--- src/rtl/ram_arbiter.sv ---
// ram_arbiter
//
// Purpose: shares a single-port synchronous SRAM between three masters:
// the flash loader (image copy at boot), the CPU bus and the diagnostics
// SPI slave. A small FSM (LOAD / RUN / HALTED) selects which masters may
// be granted. Every access is registered: a request sampled in cycle N
// drives the SRAM port and the winner's grant pulse in cycle N+1. A read
// is returned with rd_valid/rd_owner in cycle N+2.
//
// Optional feature: define DIAG_AGE_EN to enable diag request aging in
// RUN. A pending diag request that has waited AGE_LIMIT cycles then wins
// over the CPU once. Without the macro the CPU has strict priority and no
// counter exists.
//
// Ports:
//   clk, rst                  clock (rising edge), synchronous active-high reset
//   ld_req/we/addr/wdata      flash-loader access
//   ld_done                   image load complete (sticky until rst)
//   cpu_req/we/addr/wdata     CPU bus access
//   diag_req/we/addr/wdata    diagnostics access
//   halt                      diagnostics halt request
//   ram_rdata                 SRAM read data, valid the cycle after a read
//   ram_addr/wdata/cs/we      registered SRAM port
//   ld_gnt/cpu_gnt/diag_gnt   one-cycle grant pulses, coincident with ram_cs
//   rd_valid/rd_owner/rd_data read return (owner 0 ld, 1 cpu, 2 diag)
//   cpu_rdy                   CPU ready, high only in RUN with halt low
//   state                     FSM state for LED/debug (LOAD=0 RUN=1 HALTED=2)

module ram_arbiter #(
  parameter int unsigned AGE_LIMIT = 15
) (
  input  logic        clk,
  input  logic        rst,
  input  logic        ld_req,
  input  logic        ld_we,
  input  logic [15:0] ld_addr,
  input  logic [7:0]  ld_wdata,
  input  logic        ld_done,
  input  logic        cpu_req,
  input  logic        cpu_we,
  input  logic [15:0] cpu_addr,
  input  logic [7:0]  cpu_wdata,
  input  logic        diag_req,
  input  logic        diag_we,
  input  logic [15:0] diag_addr,
  input  logic [7:0]  diag_wdata,
  input  logic        halt,
  input  logic [7:0]  ram_rdata,
  output logic [15:0] ram_addr,
  output logic [7:0]  ram_wdata,
  output logic        ram_cs,
  output logic        ram_we,
  output logic        ld_gnt,
  output logic        cpu_gnt,
  output logic        diag_gnt,
  output logic        rd_valid,
  output logic [1:0]  rd_owner,
  output logic [7:0]  rd_data,
  output logic        cpu_rdy,
  output logic [1:0]  state
);

  typedef enum logic [1:0] {
    LOAD    = 2'd0,
    RUN     = 2'd1,
    HALTED  = 2'd2,
    ILLEGAL = 2'd3
  } state_t;

  state_t      cur_state, next_state;
  logic        grant_ld, grant_cpu, grant_diag, any_grant;
  logic        age_force;
  logic        sel_we;
  logic [15:0] sel_addr;
  logic [7:0]  sel_wdata;
  logic [1:0]  sel_owner;
  logic [1:0]  gnt_owner;

`ifdef DIAG_AGE_EN
  localparam logic [3:0] AGE_MAX = 4'(AGE_LIMIT);
  logic [3:0] age_cnt;

  // Counts RUN cycles a diag request has been refused; saturates at 15.
  always_ff @(posedge clk) begin
    if (rst) begin
      age_cnt <= 4'd0;
    end else if (cur_state != RUN || !diag_req || grant_diag) begin
      age_cnt <= 4'd0;
    end else if (age_cnt != 4'hF) begin
      age_cnt <= age_cnt + 4'd1;
    end
  end

  assign age_force = (age_cnt == AGE_MAX);
`else
  logic unused_age_limit;
  assign unused_age_limit = (AGE_LIMIT > 32'd15);
  assign age_force        = 1'b0;
`endif

  always_ff @(posedge clk) begin
    if (rst) begin
      cur_state <= LOAD;
    end else begin
      cur_state <= next_state;
    end
  end

  // Next state and grant decision for the requests sampled this cycle.
  // The cycle that leaves LOAD issues no grant; a halt sampled in RUN
  // still lets that cycle's CPU request through.
  always_comb begin
    next_state = cur_state;
    grant_ld   = 1'b0;
    grant_cpu  = 1'b0;
    grant_diag = 1'b0;
    case (cur_state)
      LOAD: begin
        if (ld_done) begin
          next_state = RUN;
        end else begin
          grant_ld = ld_req;
        end
      end
      RUN: begin
        if (halt) begin
          next_state = HALTED;
        end
        if (diag_req && age_force) begin
          grant_diag = 1'b1;
        end else if (cpu_req) begin
          grant_cpu = 1'b1;
        end else if (diag_req) begin
          grant_diag = 1'b1;
        end
      end
      HALTED: begin
        if (!halt) begin
          next_state = RUN;
        end
        grant_diag = diag_req;
      end
      default: begin
        next_state = LOAD;
      end
    endcase
  end

  assign any_grant = grant_ld | grant_cpu | grant_diag;

  always_comb begin
    sel_we    = ld_we;
    sel_addr  = ld_addr;
    sel_wdata = ld_wdata;
    sel_owner = 2'd0;
    if (grant_cpu) begin
      sel_we    = cpu_we;
      sel_addr  = cpu_addr;
      sel_wdata = cpu_wdata;
      sel_owner = 2'd1;
    end else if (grant_diag) begin
      sel_we    = diag_we;
      sel_addr  = diag_addr;
      sel_wdata = diag_wdata;
      sel_owner = 2'd2;
    end
  end

  // Registered SRAM port. Address and write data hold their last value
  // on idle cycles so the SRAM pins do not toggle needlessly.
  always_ff @(posedge clk) begin
    if (rst) begin
      ram_cs    <= 1'b0;
      ram_we    <= 1'b0;
      ram_addr  <= 16'h0000;
      ram_wdata <= 8'h00;
      ld_gnt    <= 1'b0;
      cpu_gnt   <= 1'b0;
      diag_gnt  <= 1'b0;
      gnt_owner <= 2'd0;
    end else begin
      ram_cs   <= any_grant;
      ram_we   <= any_grant & sel_we;
      ld_gnt   <= grant_ld;
      cpu_gnt  <= grant_cpu;
      diag_gnt <= grant_diag;
      if (any_grant) begin
        ram_addr  <= sel_addr;
        ram_wdata <= sel_wdata;
        gnt_owner <= sel_owner;
      end
    end
  end

  // Read return tracks the access on the SRAM port one cycle earlier;
  // reset cancels any read still in flight.
  always_ff @(posedge clk) begin
    if (rst) begin
      rd_valid <= 1'b0;
      rd_owner <= 2'd0;
    end else begin
      rd_valid <= ram_cs & ~ram_we;
      if (ram_cs && !ram_we) begin
        rd_owner <= gnt_owner;
      end
    end
  end

  // The SRAM presents its data in the return cycle, so it is passed
  // straight through and forced to zero otherwise.
  assign rd_data = rd_valid ? ram_rdata : 8'h00;
  assign cpu_rdy = !rst && (cur_state == RUN) && !halt;
  assign state   = cur_state;

endmodule

--- config.mk ---
export PLATFORM = sky130hd
export DESIGN_NAME = ram_arbiter
export DESIGN_NICKNAME = d
export VERILOG_FILES = /design/src/rtl/ram_arbiter.sv
export SDC_FILE = /design/constraint.sdc
export NUM_CORES = 1
export LEC_CHECK = 0
export ABC_AREA = 1
export ABC_CLOCK_PERIOD_IN_PS = 4650
export CELL_PAD_IN_SITES_DETAIL_PLACEMENT = 0
export CELL_PAD_IN_SITES_GLOBAL_PLACEMENT = 2
export CORE_UTILIZATION = 21
export DETAILED_ROUTE_END_ITERATION = 16
export PLACE_DENSITY_LB_ADDON = 0.12
export SYNTH_ARGS = -nofsm -noshare
export SYNTH_HDL_FRONTEND = slang
export SYNTH_SLANG_ARGS = --single-unit
--- constraint.sdc ---
create_clock -name clk -period 4.65 [get_ports clk]
set_clock_uncertainty 0.2 [all_clocks]
set_input_delay 1.395 -clock clk [delete_from_list [all_inputs] [get_ports clk]]
set_output_delay 1.395 -clock clk [all_outputs]
set_load 0.005 [all_outputs]
==> impl_metrics.csv <==
group,metric,value,unit
sta,setup_violations,0,
grt,track_usage,0.137,
setup_path,cp_top_family,"buffers and inverters",
drt,drtIter0Drc,93,
final_layout,drive_gt1_frac,0.0602,
yosys,syn_nets,475,
floorplanning,start_util,0.216,
hold_path,hold_class,"reg2reg",
power_and_ir_drop,power_switching,0.727,mW
clocking,cts-resized-gates,0,
grt,grt_use_met2,0.231,
sta,finalCritPeriodShare,0.889,
yosys,synth_flop_cell,"dfxtp_1",
clocking,postCtsHoldBufs,0,
sta,hold_violations,0,
setup_path,crit_buf_inv,3,
clocking,cts_buffers,5,
floorplanning,fp.coreArea,11400,um2
sta,hold_slack,282,ps
place,gp_congestion,0.702,
floorplanning,die_w,110,um
yosys,synth_edf_count,0,
grt,use_met1,0.172,
setup_path,crit_path_top_delay_cell,"clkdlybuf4s50_1",
yosys,ys_warn_count,0,
drt,routedWlPerCell,13.1,um
yosys,synth_area_leaders,"dfxtp_1, nand2_1, nand3_1",
drt,viasPerCell,4.23,
yosys,synth_top_area_cell,"dfxtp_1",
grt,grt_max_degree,78,
setup_path,worstPathRequired,3050,ps
yosys,synth_seq_cells,36,
clocking,cts_sinks,36,
clocking,clock_latency,280,ps
power_and_ir_drop,p_seq_frac,0.260,
final_layout,fin_nets,592,
yosys,syn_inst,380,
sta,finalSetupTns,0,ps
floorplanning,io_pins,133,
place,dpl-instance-area,3830,um2
yosys,synth_compound_area_frac,0.151,
yosys,yosys.area.top_type_share,0.292,
setup_path,cp_common_cell,"clkdlybuf4s50_1",
drt,firstDrtPassIters,6,
drt,drc,0,
yosys,synth_area,2470,um2
setup_path,path_class,"in2out",
setup_path,critPathCaptureType,"primary output",
power_and_ir_drop,p_int,1.12,mW
final_layout,finalInstanceArea,3980,um2
yosys,synth.distinct_cells,24,
grt,grt_pass1_vias,2581,
power_and_ir_drop,comb_power_share,0.552,
floorplanning,fp-row-count,39,
power_and_ir_drop,power.share.switching,0.393,
yosys,synth_xor_area_frac,0,
clocking,clk_pin_slew_worst_paths,60,ps
place,post-dp-hpwl,5.43,mm
setup_path,critPathLaunchType,"input pin",
power_and_ir_drop,pwr_density_cell,465,nW/um2
setup_path,arrival,2540,ps
clocking,h-tree-depth,2,
drt,vias,2712,
power_and_ir_drop,clkPwrFrac,0.188,
sta,post-route-min-period,4140,ps
yosys,synth-simple-area-share,0.356,
power_and_ir_drop,p_leak,1.91,nW
final_layout,n_antenna_cell,0,
yosys,synth.area.mux_share,0,
yosys,synth_fa_ha_area_frac,0.0254,
floorplanning,fp.dieArea,12200,um2
clocking,cts_root_buffer,"clkbuf_16",
setup_path,worst-path-max-fanout,2,
yosys,synth_area_per_cell,6.49,um2
grt,grtUsageMet3,0.0364,
power_and_ir_drop,finalPower,1.85,mW
grt,antenna_found_initial,0,
final_layout,syn_to_final_growth,61.4,%
yosys,yosysMostFrequentCell,"nand2_1",
drt,postRouteAntennaNets,0,
setup_path,crit_chain,"clkdlybuf4s50_1 -> inv_2 -> nand2_1 -> nor2_1 -> clkdlybuf4s50_1",
drt,drt-total-wl,8.38,mm
sta,slew_headroom,0.445,
sta,maxSlewViolCount,0,
grt,overflow,0,
flow_run,cap_violations,0,
yosys,ys_top_cells_by_count,"nand2_1, inv_1, nand3_1",
power_and_ir_drop,peakVddDrop,0.000169,V
yosys,async_flop_share,0,
status,status,"completed",
final_layout,fin_cells,641,
yosys,synth_top_family_by_area,"simple AND/OR/NAND/NOR gates",
setup_path,slowest_delay,500,ps
place,io_buffers,132,
sta,finalWorstSetupSlack,514,ps
final_layout,final_core_util,0.349,
place,dp.cells,633,
clocking,clockBufferDepth,2,
sta,rsz0062_at_grt,"false",
grt,busiest_layer,"met2",
clocking,cts_tree,"done",
yosys,seq_area_frac_synth,0.292,
floorplanning,fp.dieH,110,um
sta,tightest_slew,833,ps
clocking,post-cts-setup-buffer-count,0,
place,pre_cts_slack,495,ps
sta,fmax,242,MHz
grt,grt_pass1_wl,12.8,mm
power groups by stage:
stage	Sequential, mW	Clock, mW	Combinational, mW
2_1_floorplan	0.485	0	0.612
3_3_place_gp	0.484	0	1.03
3_5_place_dp	0.487	0	1.03
4_1_cts	0.482	0.362	1.04
5_1_grt	0.495	0.378	1.15
6_report	0.481	0.348	1.02
placed cells by master, fill, tap and decap left out, drive strengths merged:
cell / n
or2: 1
a211oi: 1
dfxtp: 36
a21boi: 24
nor2: 15
nand3b: 24
o21ai: 3
inv: 69
ha: 5
nand3: 51
a21oi: 29
nand2: 95
clkbuf: 6
buf: 5
clkdlybuf4s50: 132
clkinv: 2
path summary, 6_finish.rpt:
path	slack, ps	end	startpoint	depth (start not counted)
worst max-delay path	510	cpu_rdy	rst	5
worst max register to register	2230	ram_we	state[0]	9
worst min-delay path	280	gnt_owner[0]	gnt_owner[0]	2
worst min register to register	280	gnt_owner[0]	gnt_owner[0]	2
cells by family (layout without fill, tap and decap cells):
kind of cell	count (synthesis)	count (layout)
AOI/OAI and AO/OA	57	57
buffers and inverters	96	214
DFF	36	36
and+or+nand+nor	186	186
adders and majority gates	5	5
worst reg2reg max path, cell delays in order, from the launching register on:
cell and delay, ps:
dfxtp_1 420, inv_1 110, ha_1 230, inv_2 80, nand2_4 210, nand2_4 680
nand2_1 180, nand2_1 90, nor2_1 40, nor2_1 100
flip-flops by register name, summed over array words and instances (netlist names):
register and count:
ram_addr 16, ram_wdata 8, gnt_owner 2, rd_owner 2, state 2, cpu_gnt 1
diag_gnt 1, ld_gnt 1, ram_cs 1, ram_we 1, rd_valid 1
area by class of cell:
class                           instances  area, um2
Sequential cell                        36        721
Clock buffer                            6        139
Inverter                               69        262
Clock inverter                          2       10.0
Multi-Input combinational cell        248       1310
Timing Repair Buffer                  137       1360
Tap cell                              143        179
Fill cell                            1266       7440
layer usage:
layer / vias up / wire length [um]
met3: 7 / 721
li1: 1424 / -
met4: 0 / 97
met1: 1181 / 3810
met5: - / 0
met2: 100 / 3760
Power figures use the tool's default switching activity.
